[src/rtl/fetch_pkg.sv]
// Shared types for the instruction fetch front end: buffered entry layout and fetch stride.
package fetch_pkg;

  localparam int INSTR_BYTES = 4;

  typedef struct packed {
    logic [31:0] pc;
    logic [31:0] instr;
  } fetch_entry_t;

endpackage

[src/rtl/fetch_fifo.sv]
// Small FIFO of {pc, instr} entries between the instruction bus and decode.
// Flush has priority over push/pop and empties the buffer in one edge.
module fetch_fifo
  import fetch_pkg::*;
#(
  parameter int DEPTH = 2
) (
  input  logic                         clk,
  input  logic                         reset_n,
  input  logic                         i_push,
  input  logic                         i_pop,
  input  logic                         i_flush,
  input  fetch_entry_t                 i_data,
  output fetch_entry_t                 o_data,
  output logic [$clog2(DEPTH+1)-1:0]   o_count
);

  localparam int PW = $clog2(DEPTH);
  localparam int CW = $clog2(DEPTH+1);

  fetch_entry_t    r_mem [DEPTH];
  logic [PW-1:0]   r_rd_ptr;
  logic [PW-1:0]   r_wr_ptr;
  logic [CW-1:0]   r_count;

  // DEPTH is a power of two, so pointers wrap by natural overflow.
  always_ff @(posedge clk or negedge reset_n) begin
    if (!reset_n) begin
      r_rd_ptr <= '0;
      r_wr_ptr <= '0;
      r_count  <= '0;
    end else if (i_flush) begin
      r_rd_ptr <= '0;
      r_wr_ptr <= '0;
      r_count  <= '0;
    end else begin
      if (i_push) r_wr_ptr <= r_wr_ptr + 1'b1;
      if (i_pop)  r_rd_ptr <= r_rd_ptr + 1'b1;
      case ({i_push, i_pop})
        2'b10:   r_count <= r_count + 1'b1;
        2'b01:   r_count <= r_count - 1'b1;
        default: r_count <= r_count;
      endcase
    end
  end

  always_ff @(posedge clk) begin
    if (i_push && !i_flush) r_mem[r_wr_ptr] <= i_data;
  end

  assign o_data  = r_mem[r_rd_ptr];
  assign o_count = r_count;

endmodule

[src/rtl/instr_fetch_buffer.sv]
// Instruction fetch front end: owns the fetch PC, issues sequential bus reads, buffers words for decode.
// Optional macro FETCH_BYPASS_EN forwards a bus word straight to decode when the buffer is empty.
module instr_fetch_buffer
  import fetch_pkg::*;
#(
  parameter logic [31:0] RESET_PC = 32'h0000_0000,
  parameter int          DEPTH    = 2
) (
  input  logic        clk,
  input  logic        reset_n,
  output logic [31:0] instr_address_out,
  output logic        instr_read_out,
  input  logic [31:0] instr_read_value_in,
  input  logic        instr_ready_in,
  input  logic        redirect_in,
  input  logic [31:0] redirect_pc_in,
  output logic        fetch_valid_out,
  output logic [31:0] fetch_pc_out,
  output logic [31:0] fetch_instr_out,
  input  logic        fetch_ready_in
);

  localparam int CW = $clog2(DEPTH+1);

  logic [31:0]   r_pc;
  logic [CW-1:0] w_count;
  logic          w_full;
  logic          w_empty;
  logic          w_push_bus;
  logic          w_fifo_push;
  logic          w_fifo_pop;
  fetch_entry_t  w_bus_entry;
  fetch_entry_t  w_head;

  always_ff @(posedge clk or negedge reset_n) begin
    if (!reset_n) begin
      r_pc <= RESET_PC & ~32'd3;
    end else if (redirect_in) begin
      r_pc <= redirect_pc_in & ~32'd3;
    end else if (w_push_bus) begin
      r_pc <= r_pc + 32'(INSTR_BYTES);
    end
  end

  assign w_full  = (w_count == CW'(DEPTH));
  assign w_empty = (w_count == '0);

  // A full buffer blocks the request even if decode frees a slot this cycle.
  assign instr_address_out = r_pc;
  assign instr_read_out    = reset_n & ~redirect_in & ~w_full;
  assign w_push_bus        = instr_read_out & instr_ready_in;

  assign w_bus_entry.pc    = r_pc;
  assign w_bus_entry.instr = instr_read_value_in;

`ifdef FETCH_BYPASS_EN
  logic w_bypass;

  assign w_bypass        = w_empty & w_push_bus;
  assign fetch_valid_out = reset_n & ~redirect_in & (~w_empty | w_push_bus);
  assign fetch_pc_out    = w_bypass ? w_bus_entry.pc    : w_head.pc;
  assign fetch_instr_out = w_bypass ? w_bus_entry.instr : w_head.instr;
  // A bypassed word consumed by decode never occupies a slot.
  assign w_fifo_push     = w_push_bus & ~(w_bypass & fetch_ready_in);
`else
  assign fetch_valid_out = reset_n & ~redirect_in & ~w_empty;
  assign fetch_pc_out    = w_head.pc;
  assign fetch_instr_out = w_head.instr;
  assign w_fifo_push     = w_push_bus;
`endif

  assign w_fifo_pop = fetch_valid_out & fetch_ready_in & ~w_empty;

  fetch_fifo #(
    .DEPTH (DEPTH)
  ) u_fifo (
    .clk     (clk),
    .reset_n (reset_n),
    .i_push  (w_fifo_push),
    .i_pop   (w_fifo_pop),
    .i_flush (redirect_in),
    .i_data  (w_bus_entry),
    .o_data  (w_head),
    .o_count (w_count)
  );

endmodule

[config.mk]
export PLATFORM = sky130hd
export DESIGN_NAME = instr_fetch_buffer
export DESIGN_NICKNAME = d
export VERILOG_FILES = /design/src/rtl/fetch_pkg.sv /design/src/rtl/fetch_fifo.sv /design/src/rtl/instr_fetch_buffer.sv
export SDC_FILE = /design/constraint.sdc
export NUM_CORES = 1
export LEC_CHECK = 0
export ABC_AREA = 1
export BUFFER_PORTS_ARGS = -buffer_cell sky130_fd_sc_hd__buf_2
export CAP_MARGIN = 30
export CORE_MARGIN = 3
export CORE_UTILIZATION = 30
export CTS_CLUSTER_DIAMETER = 30
export CTS_CLUSTER_SIZE = 14
export DETAILED_ROUTE_END_ITERATION = 8
export SETUP_SLACK_MARGIN = 0.5
export SKIP_LAST_GASP = 1
export SLEW_MARGIN = 10
export SYNTH_ARGS = -nofsm -noshare
export SYNTH_HDL_FRONTEND = slang
export SYNTH_SLANG_ARGS = --single-unit
[constraint.sdc]
create_clock -name clk -period 5.2 [get_ports clk]
set_input_delay 1.04 -clock clk [delete_from_list [all_inputs] [get_ports clk]]
set_output_delay 1.04 -clock clk [all_outputs]
set_load 0.02 [all_outputs]
==> reports/metrics.cfg, run 1 <==
[synthesis]
synth-main-ff-cell=edfxtp_1
yosysTopAreaCell=edfxtp_1
ys_types=30
avgSynthCellArea_um2=9.58
ys_seq_area_share_pct=64.6
synth-seq-cells=158
synth_common_cells=nand2_1 (356), edfxtp_1 (124), inv_1 (52)
syn_area_um2=7080
syn_inst=739
synth.area.top_cells=edfxtp_1 (53%), nand2_1 (19%), dfrtp_1 (12%), inv_1 (2.8%), nor2_1 (2.6%)
yosysMostFrequentCell=nand2_1
synth_top_area_share_pct=52.6
synth_warnings=0
synth_enable_flop_cells=124
ys_async_sr_fraction_pct=21.5

[critical_path]
path_max_fanout=33
cp_data_arrival_time_ps=2110
crit_type=in -> out
start_kind=input pin
crit_required_ps=4160
end_kind=output pin

[floorplanning]
die_area_um2=25500
core_area_um2=22900
rows=55
fp.dieH_um=160
die_x_um=160
io_pins=167
start_util_pct=30.9

[global_route]
grt_max_degree=63
grt_pass1_wl_mm=27.7
grt.overflow.total=0
grt_util_all_layers_pct=14.0
antenna_found_initial=1
grt_pass1_vias=4962

[detailed_routing]
ant_nets=0
via_per_inst=4.26
dr.pass1.iters=6
first_iter_violations=310
routed_wl_mm=17.7
drt-wirelength-per-cell_um=14.4
drc_errors=0
via_count=5239

[run]
cap_violations=0

[clocking]
insertion_delay_ps=420
cts_root_buf=clkbuf_16
clk_pin_slew_ps=60
cts_sinks=158
cts_hold_buf=0
cts_tree=yes
cts_buffers=17
cts_repair_resize_count=0
h-tree-depth=4
postCtsSetupRepairBufs=0
clk_path_buf_depth=2

[sta]
finalSetupViolCount=0
max-slew-margin-rel_pct=39.5
max_freq_mhz=317
fin_setup_tns_ps=0
hold_viol=0
grt_setup_unrepaired=no
whs_ps=462
final_max_slew_viol_count=0
fin_worst_skew_ps=14.2
worstMarginPinSlew_ps=907
fin_crit_ps=3150
finalCritPeriodShare_pct=60.7

[final_layout]
fillers=2280
drive_gt1_share_pct=24.1
nNetsFinal=973
stdcell_count=1230
fin_area_um2=8900
syn2layout_area_growth_pct=25.7

[pwr]
p_per_area_nw_per_um2=387
p_leak_nw=3.93
vdd_drop_max_mv=0.175

[place]
place_inst=1197
io_buffers=160
place_hpwl_mm=12.2
placed_area_um2=8250
gp_congestion=0.824

[min_path]
hp-class=in -> async

[run_status]
outcome=finished, final reports clean

==> cell usage in the layout, fill, tap and decap left out, types with 3 or more instances in the layout <==
cell type	Yosys	routed
o21ai_0	15	15
nand2_1	356	356
nand2_2	7	7
nor2_1	49	47
conb_1	1	4
clkbuf_1	16	4
o211ai_1	7	7
clkbuf_16	0	17
xor2_1	6	6
nand3_1	29	29
edfxtp_1	124	124
nor2_4	4	6
dfrtp_1	34	33
xnor2_1	4	4
o21ai_1	7	7
nor2_2	3	3
buf_4	5	5
bufinv_16	0	5
inv_1	52	52
nor3_1	3	3
buf_2	1	160
==> sequential cells by signal (all words and copies together), names as in the netlist <==
signal             flops
instr_address_out     30
u_fifo.r_mem         124
u_fifo.o_count         2
u_fifo.r_rd_ptr        1
u_fifo.r_wr_ptr        1
==> power breakdown <==
group	internal, mW	switching (mW)	total [mW]	leakage (nW)
clock	0.881	0.481	1.36	0.308
combinational	0.166	0.356	0.523	2.08
sequential	1.46	0.0983	1.56	1.54
total	2.51	0.936	3.44	3.93
==> layout make-up <==
| type | count | area [um^2] | area share, % |
|---|---|---|---|
| flip-flops and latches | 158 | 4580 | 51.4 |
| multi-input cells | 503 | 2170 | 24.4 |
| repair buffers | 167 | 886 | 9.96 |
| clock buffers | 23 | 468 | 5.26 |
| well taps | 313 | 392 | 4.40 |
| inverters | 56 | 225 | 2.53 |
| clock inverters | 9 | 183 | 2.05 |
| diodes | 1 | 2.50 | 0.0281 |
==> through the flow <==
| step | worst slack, ps | utilization, % | total power, mW |
|---|---|---|---|
| after global placement | 2070 | 35.9 | 2.10 |
| after detailed placement | 2030 | 36.0 | 2.11 |
| after global routing | 1840 | 38.8 | 3.60 |
| after CTS | 1980 | 38.8 | 3.49 |
| final | 2050 | 38.8 | 3.44 |
| after floorplan | 1530 | - | 1.89 |
==> path summary, 6_finish.rpt <==
| kind | start | endpoint | slack (ps) | cells past startpoint |
|---|---|---|---|---|
| worst max-delay path | redirect_in | fetch_valid_out | 2050 | 5 |
| worst min-delay path | reset_n | u_fifo.o_count[0] | 460 | 1 |
| worst max register to register | u_fifo.o_count[1] | u_fifo.r_mem[0][31] | 3160 | 6 |
| worst min register to register | instr_address_out[31] | u_fifo.r_mem[1][63] | 580 | 0 |
| max in group asynchronous | reset_n | u_fifo.r_rd_ptr | 4050 | 2 |
| min in group clk | instr_address_out[31] | u_fifo.r_mem[1][63] | 580 | 0 |
==> logic make-up (layout without fill, tap and decap cells) <==
group	after synthesis	after routing	synth area share, %
other cells	1	5	0.0530
flops	158	158	64.6
fa+ha+maj	1	1	0.177
compound gates	32	32	2.55
xor+xnor	10	10	1.24
buf+inv	81	255	5.11
simple gates	456	456	26.2
==> metal layers <==
| metal | global-route usage [%] | wire length, um | vias to the layer above |
|---|---|---|---|
| li1 | - | - | 2697 |
| met1 | 18.6 | 8040 | 2363 |
| met2 | 23.2 | 8510 | 164 |
| met3 | 3.10 | 967 | 15 |
| met4 | 4.02 | 170 | 0 |
| met5 | 0 | 0 | - |
==> critical path, stage by stage <==
cell and delay, ps:
buf_2 550, nor2_1 140, o21ai_0 140, inv_1 70, buf_2 160
Note: power is estimated with default switching activity, not from simulation.
==> run 2: changes to the inputs <==
- ABC_AREA: 1 -> 0
- clock period: 5.2 -> 3.1 ns (I/O delays scaled with it)
==> run 2 against run 1 <==
Against the previous run: core utilization increased by 0.99 points; critical endpoint is now instr_read_out; highest routed layer unchanged; largest power group unchanged; clock-buffer cell count shrank 4; non-clock buffer count increased by 3; via count down 24%; largest cell class unchanged.
==> reports/metrics.cfg, run 2 <==
[synthesis]
synth_common_cells=edfxtp_1 (124), mux2_2 (64), nand2_1 (40)
synth_enable_flop_cells=124
synth_warnings=0
yosysTopAreaCell=edfxtp_1
yosysMostFrequentCell=edfxtp_1
ys_types=37
synth_top_area_share_pct=58.2
synth-seq-cells=158
syn_area_um2=6390
avgSynthCellArea_um2=15.5
ys_seq_area_share_pct=71.5
ys_async_sr_fraction_pct=21.5
syn_inst=412
synth.area.top_cells=edfxtp_1 (58%), dfrtp_1 (13%), mux2_2 (11%), xor2_1 (2.9%), nand2_1 (2.3%)
synth-main-ff-cell=edfxtp_1

[place]
place_inst=835
dp_slack_ps=538
place_hpwl_mm=10.0
placed_area_um2=7570
io_buffers=160
gp_congestion=0.797

[critical_path]
crit_required_ps=2480
start_kind=input pin
cp_data_arrival_time_ps=1790
path_max_fanout=36
crit_type=in -> out
r2r_slack_ps=730
r2r-end=u_fifo.r_mem[1][35]
end_kind=output pin
r2r_cells=4
reg2reg_from=u_fifo.o_count[1]

[detailed_routing]
ant_nets=0
met1_length_mm=6.57
routed-wl-met3_um=943
routed_wl_mm=14.6
dr.pass1.iters=4
drt-wirelength-per-cell_um=16.9
first_iter_violations=132
via_per_inst=4.59
top_layer=met4
via_count=3979
wl_met2_mm=6.89
drc_errors=0

[clocking]
cts_repair_resize_count=0
clk_path_buf_depth=2
postCtsSetupRepairBufs=0
cts_tree=yes
cts_buffers=17
cts_sinks=158
clk_pin_slew_ps=60
cts_root_buf=clkbuf_16
cts_hold_buf=0
h-tree-depth=4
insertion_delay_ps=420

[global_route]
antenna_found_initial=0
grt_util_all_layers_pct=12.8
grt_pass1_vias=4139
grt_pass1_wl_mm=23.2
grt.overflow.total=0
grt_max_degree=64

[sta]
hold_viol=0
whs_ps=350
grt_setup_unrepaired=no
worstMarginPinSlew_ps=663
fin_worst_skew_ps=9.22
finalSetupViolCount=0
max-slew-margin-rel_pct=55.8
final_max_slew_viol_count=0
fin_setup_tns_ps=0
finalCritPeriodShare_pct=77.9
fin_crit_ps=2410
max_freq_mhz=414
layout_setup_ws_ps=686

[pwr]
p_leak_nw=3.11
seqPwrFrac_pct=48.8
p_switching_mw=1.16
fin_total_pwr_mw=5.06
internal-power_mw=3.90
power_frac_clock_pct=43.0
p_per_area_nw_per_um2=618
vdd_drop_max_mv=0.291
switching_share_pct=22.9
combPwrFrac_pct=8.2

[floorplanning]
rows=52
fp.dieH_um=152
io_pins=167
core_area_um2=20600
die_x_um=152
die_area_um2=23100
start_util_pct=31.1

[final_layout]
layout_common_cells=buf_2 (160), edfxtp_1 (124), mux2_2 (64)
largest-register=u_fifo.r_mem
largest_register_ffs=124
fin_util_pct=39.8
syn2layout_area_growth_pct=28.0
final_common_cell=buf_2
nNetsFinal=654
fin_area_um2=8190
num_antenna_cells=0
stdcell_count=866
drive_gt1_share_pct=46.0

[min_path]
hp-class=in -> async

[run_status]
outcome=finished, final reports clean

[run]
cap_violations=0

## run 2: cell types whose count changed after synthesis, moves of 13 or more
| cell | before | now |
|---|---|---|
| nand3_1 | 29 | 13 |
| nor2_1 | 49 | 11 |
| xor2_1 | 6 | 21 |
| o21ai_0 | 15 | 28 |
| inv_1 | 52 | 3 |
| nand2_1 | 356 | 40 |
| mux2_2 | 0 | 64 |
## run 2: metal layers
metal  global-route usage (%)  vias to the layer above
li1                         -                     1870
met1                     16.9                     1938
met2                     20.2                      152
met3                     3.64                       19
met4                     4.62                        0
met5                        0                        -
## run 2: critical path: stages
cell	delay, ps
buf_2	330
buf_4	400
nand2b_1	180
nor2_1	60
buf_2	190
## run 2: logic make-up after synthesis
family,Yosys count,share of synthesized area [%]
multiplexers,65,11.4
buffers and inverters,23,1.74
XOR/XNOR,30,4.11
AND/OR/NAND/NOR,101,8.24
adder cells (fa/ha/maj),1,0.196
other,1,0.0587
flip-flops,158,71.5
AO/OA/AOI/OAI,33,2.68
## run 2: power by group through the flow
stage / combinational (mW) / clock [mW] / sequential (mW)
finish: 0.415 / 2.17 / 2.47
global route: 0.455 / 2.33 / 2.48
CTS: 0.423 / 2.23 / 2.47
detailed placement: 0.421 / 0 / 2.51
global placement: 0.413 / 0 / 2.51
floorplan: 0.203 / 0 / 2.53
## run 2: cell type report
class                      count  area [um^2]
clock buffer                  19          433
multi-input combinational    234         1750
clock inverter                12          186
inverter                       3         11.3
timing repair buffer         170          888
sequential                   158         4580
tap                          270          338
fill                        1982        12400
## run 2: worst max path at each step
stage	startpoint	to	slack, ps	cells after the start
2_1_floorplan	instr_ready_in	u_fifo.r_mem[0][0]	190	3
3_3_place_gp	reset_n	u_fifo.r_mem[1][17]	600	5
3_5_place_dp	reset_n	u_fifo.r_mem[1][41]	540	5
4_1_cts	u_fifo.o_count[1]	u_fifo.r_mem[1][3]	680	4
5_1_grt	u_fifo.o_count[1]	u_fifo.r_mem[1][35]	540	4
6_report	redirect_in	instr_read_out	690	5
==> run 3: changes to the inputs <==
- clock period: 3.1 -> 2.25 ns (I/O delays scaled with it)
==> run 3 against run 2 <==
Against the previous run: sequential power increased by 37%; combinational power rose by 80%; worst hold slack worse by 350 ps; largest power group unchanged; first-iteration DRC count is 93% higher; final cell count grew 6.9%; clock power grew 32%; setup slack got worse by 500 ps.
==> reports/metrics.cfg, run 3 (same netlist as run 2, synthesis figures left out) <==
[detailed_routing]
routed_wl_mm=16.4
via_count=4278
first_iter_violations=255
drt-wirelength-per-cell_um=17.7
dr.pass1.iters=4
ant_nets=0
drc_errors=0
via_per_inst=4.62

[run_status]
outcome=finished, final reports clean

[global_route]
antenna_found_initial=0
grt_pass1_wl_mm=23.8
grt.busiest_layer=met2
grt_util_all_layers_pct=12.9
grt_max_degree=63
met1_usage_pct=16.8
grt.overflow.total=0
gr-usage-met3_pct=3.81
gr-usage-met2_pct=21.2
grt_pass1_vias=4263

[pwr]
power_frac_clock_pct=41.0
internal-power_mw=5.26
p_leak_nw=3.47
p_switching_mw=1.72
seqPwrFrac_pct=48.4
p_per_area_nw_per_um2=786
vdd_drop_max_mv=0.490
combPwrFrac_pct=10.7
switching_share_pct=24.7
fin_total_pwr_mw=6.98

[final_layout]
num_antenna_cells=0
largest-register=u_fifo.r_mem
syn2layout_area_growth_pct=38.9
largest_register_ffs=124
drive_gt1_share_pct=56.1
layout_common_cells=buf_2 (159), edfxtp_1 (124), mux2_2 (63)
fillers=1891
nNetsFinal=713
final_common_cell=buf_2

[clocking]
h-tree-depth=4
cts_tree=yes
clk_pin_slew_ps=70
cts_hold_buf=0
cts_root_buf=clkbuf_16
cts_buffers=17
insertion_delay_ps=420
cts_sinks=158
clk_path_buf_depth=2

[sta]
max_freq_mhz=485
whs_ps=2.13
hold_viol=0
final_max_slew_viol_count=0
finalCritPeriodShare_pct=91.6
fin_crit_ps=2060
grt_setup_unrepaired=yes
finalSetupViolCount=0
fin_worst_skew_ps=11.8

[floorplanning]
core_area_um2=20600
rows=52
die_x_um=152
fp.dieH_um=152
die_area_um2=23100
io_pins=167
start_util_pct=31.1

[critical_path]
end_kind=output pin
path_max_fanout=41
r2r_cells=6
cp_data_arrival_time_ps=1610
crit_type=reg -> out
start_kind=flop
crit_required_ps=1800

[place]
place_hpwl_mm=10.3
gp_congestion=0.787
io_buffers=160

[run]
cap_violations=0

[min_path]
hp-class=in -> async

## run 3: changes by cell type in the layout (fill, tap and decap cells not counted), sizes merged
cell	before	now
buf	170	223
and3	7	9
bufinv	4	2
clkbuf	19	21
clkinv	3	5
inv	6	8
clkinvlp	2	3
## run 3: cell type report
cell class | count | area (um^2) | area share [%]
inverters | 3 | 11.3 | 0.127
multi-input cells | 236 | 1870 | 21.1
well taps | 270 | 338 | 3.80
repair buffers | 227 | 1470 | 16.6
clock buffers | 17 | 425 | 4.79
clock inverters | 15 | 161 | 1.82
flip-flops and latches | 158 | 4600 | 51.8
## run 3: power by group through the flow
| stage | Combinational, mW | Sequential [mW] | Clock [mW] |
|---|---|---|---|
| after floorplan | 0.281 | 3.50 | 0 |
| final | 0.745 | 3.38 | 2.86 |
| after global routing | 0.805 | 3.39 | 3.06 |
| after CTS | 0.686 | 3.37 | 2.92 |
| after global placement | 0.587 | 3.45 | 0 |
| after detailed placement | 0.598 | 3.46 | 0 |
## run 3: path summary, 6_finish.rpt
path | endpoint | slack (ps) | start
hold reg to reg | u_fifo.r_mem[1][57] | 540 | instr_address_out[25]
min in group clk | u_fifo.r_mem[1][0] | 220 | instr_read_value_in[0]
setup / recovery | fetch_pc_out[28] | 190 | u_fifo.r_rd_ptr
setup reg to reg | instr_address_out[29] | 480 | instr_address_out[4]
hold / removal | instr_address_out[7] | 2 | reset_n
max in group asynchronous | instr_address_out[11] | 2040 | reset_n
## run 3: timing repair
action                                  in CTS  in global routing
pin swaps                                    5                 22
gates resized for setup                     12                 39
setup buffers                               22                 24
gates cloned                                 0                  7
endpoints found under the setup margin     147                179
## run 3: per-layer routing
metal  up-vias  wire, um
met3        14       832
met1      2124      7360
met2       141      8030
li1       1999         -
met4         0       171
met5         -         0
## run 3: metrics by stage
stage	area, um^2	setup slack [ps]	setup TNS (ps)	util (%)	cells
2_1_floorplan	6460	-563	-42360	-	415
4_1_cts	8470	151	0	41.2	895
3_3_place_gp	7670	249	0	37.3	841
6_report	8880	189	0	43.2	926
5_1_grt	8880	106	0	43.2	926
3_5_place_dp	7670	190	0	37.3	841
## run 3: critical path, cell delays in order (launching register included)
cell and delay (ps):
dfrtp_2 390, buf_12 240, mux2_2 370, buf_2 170
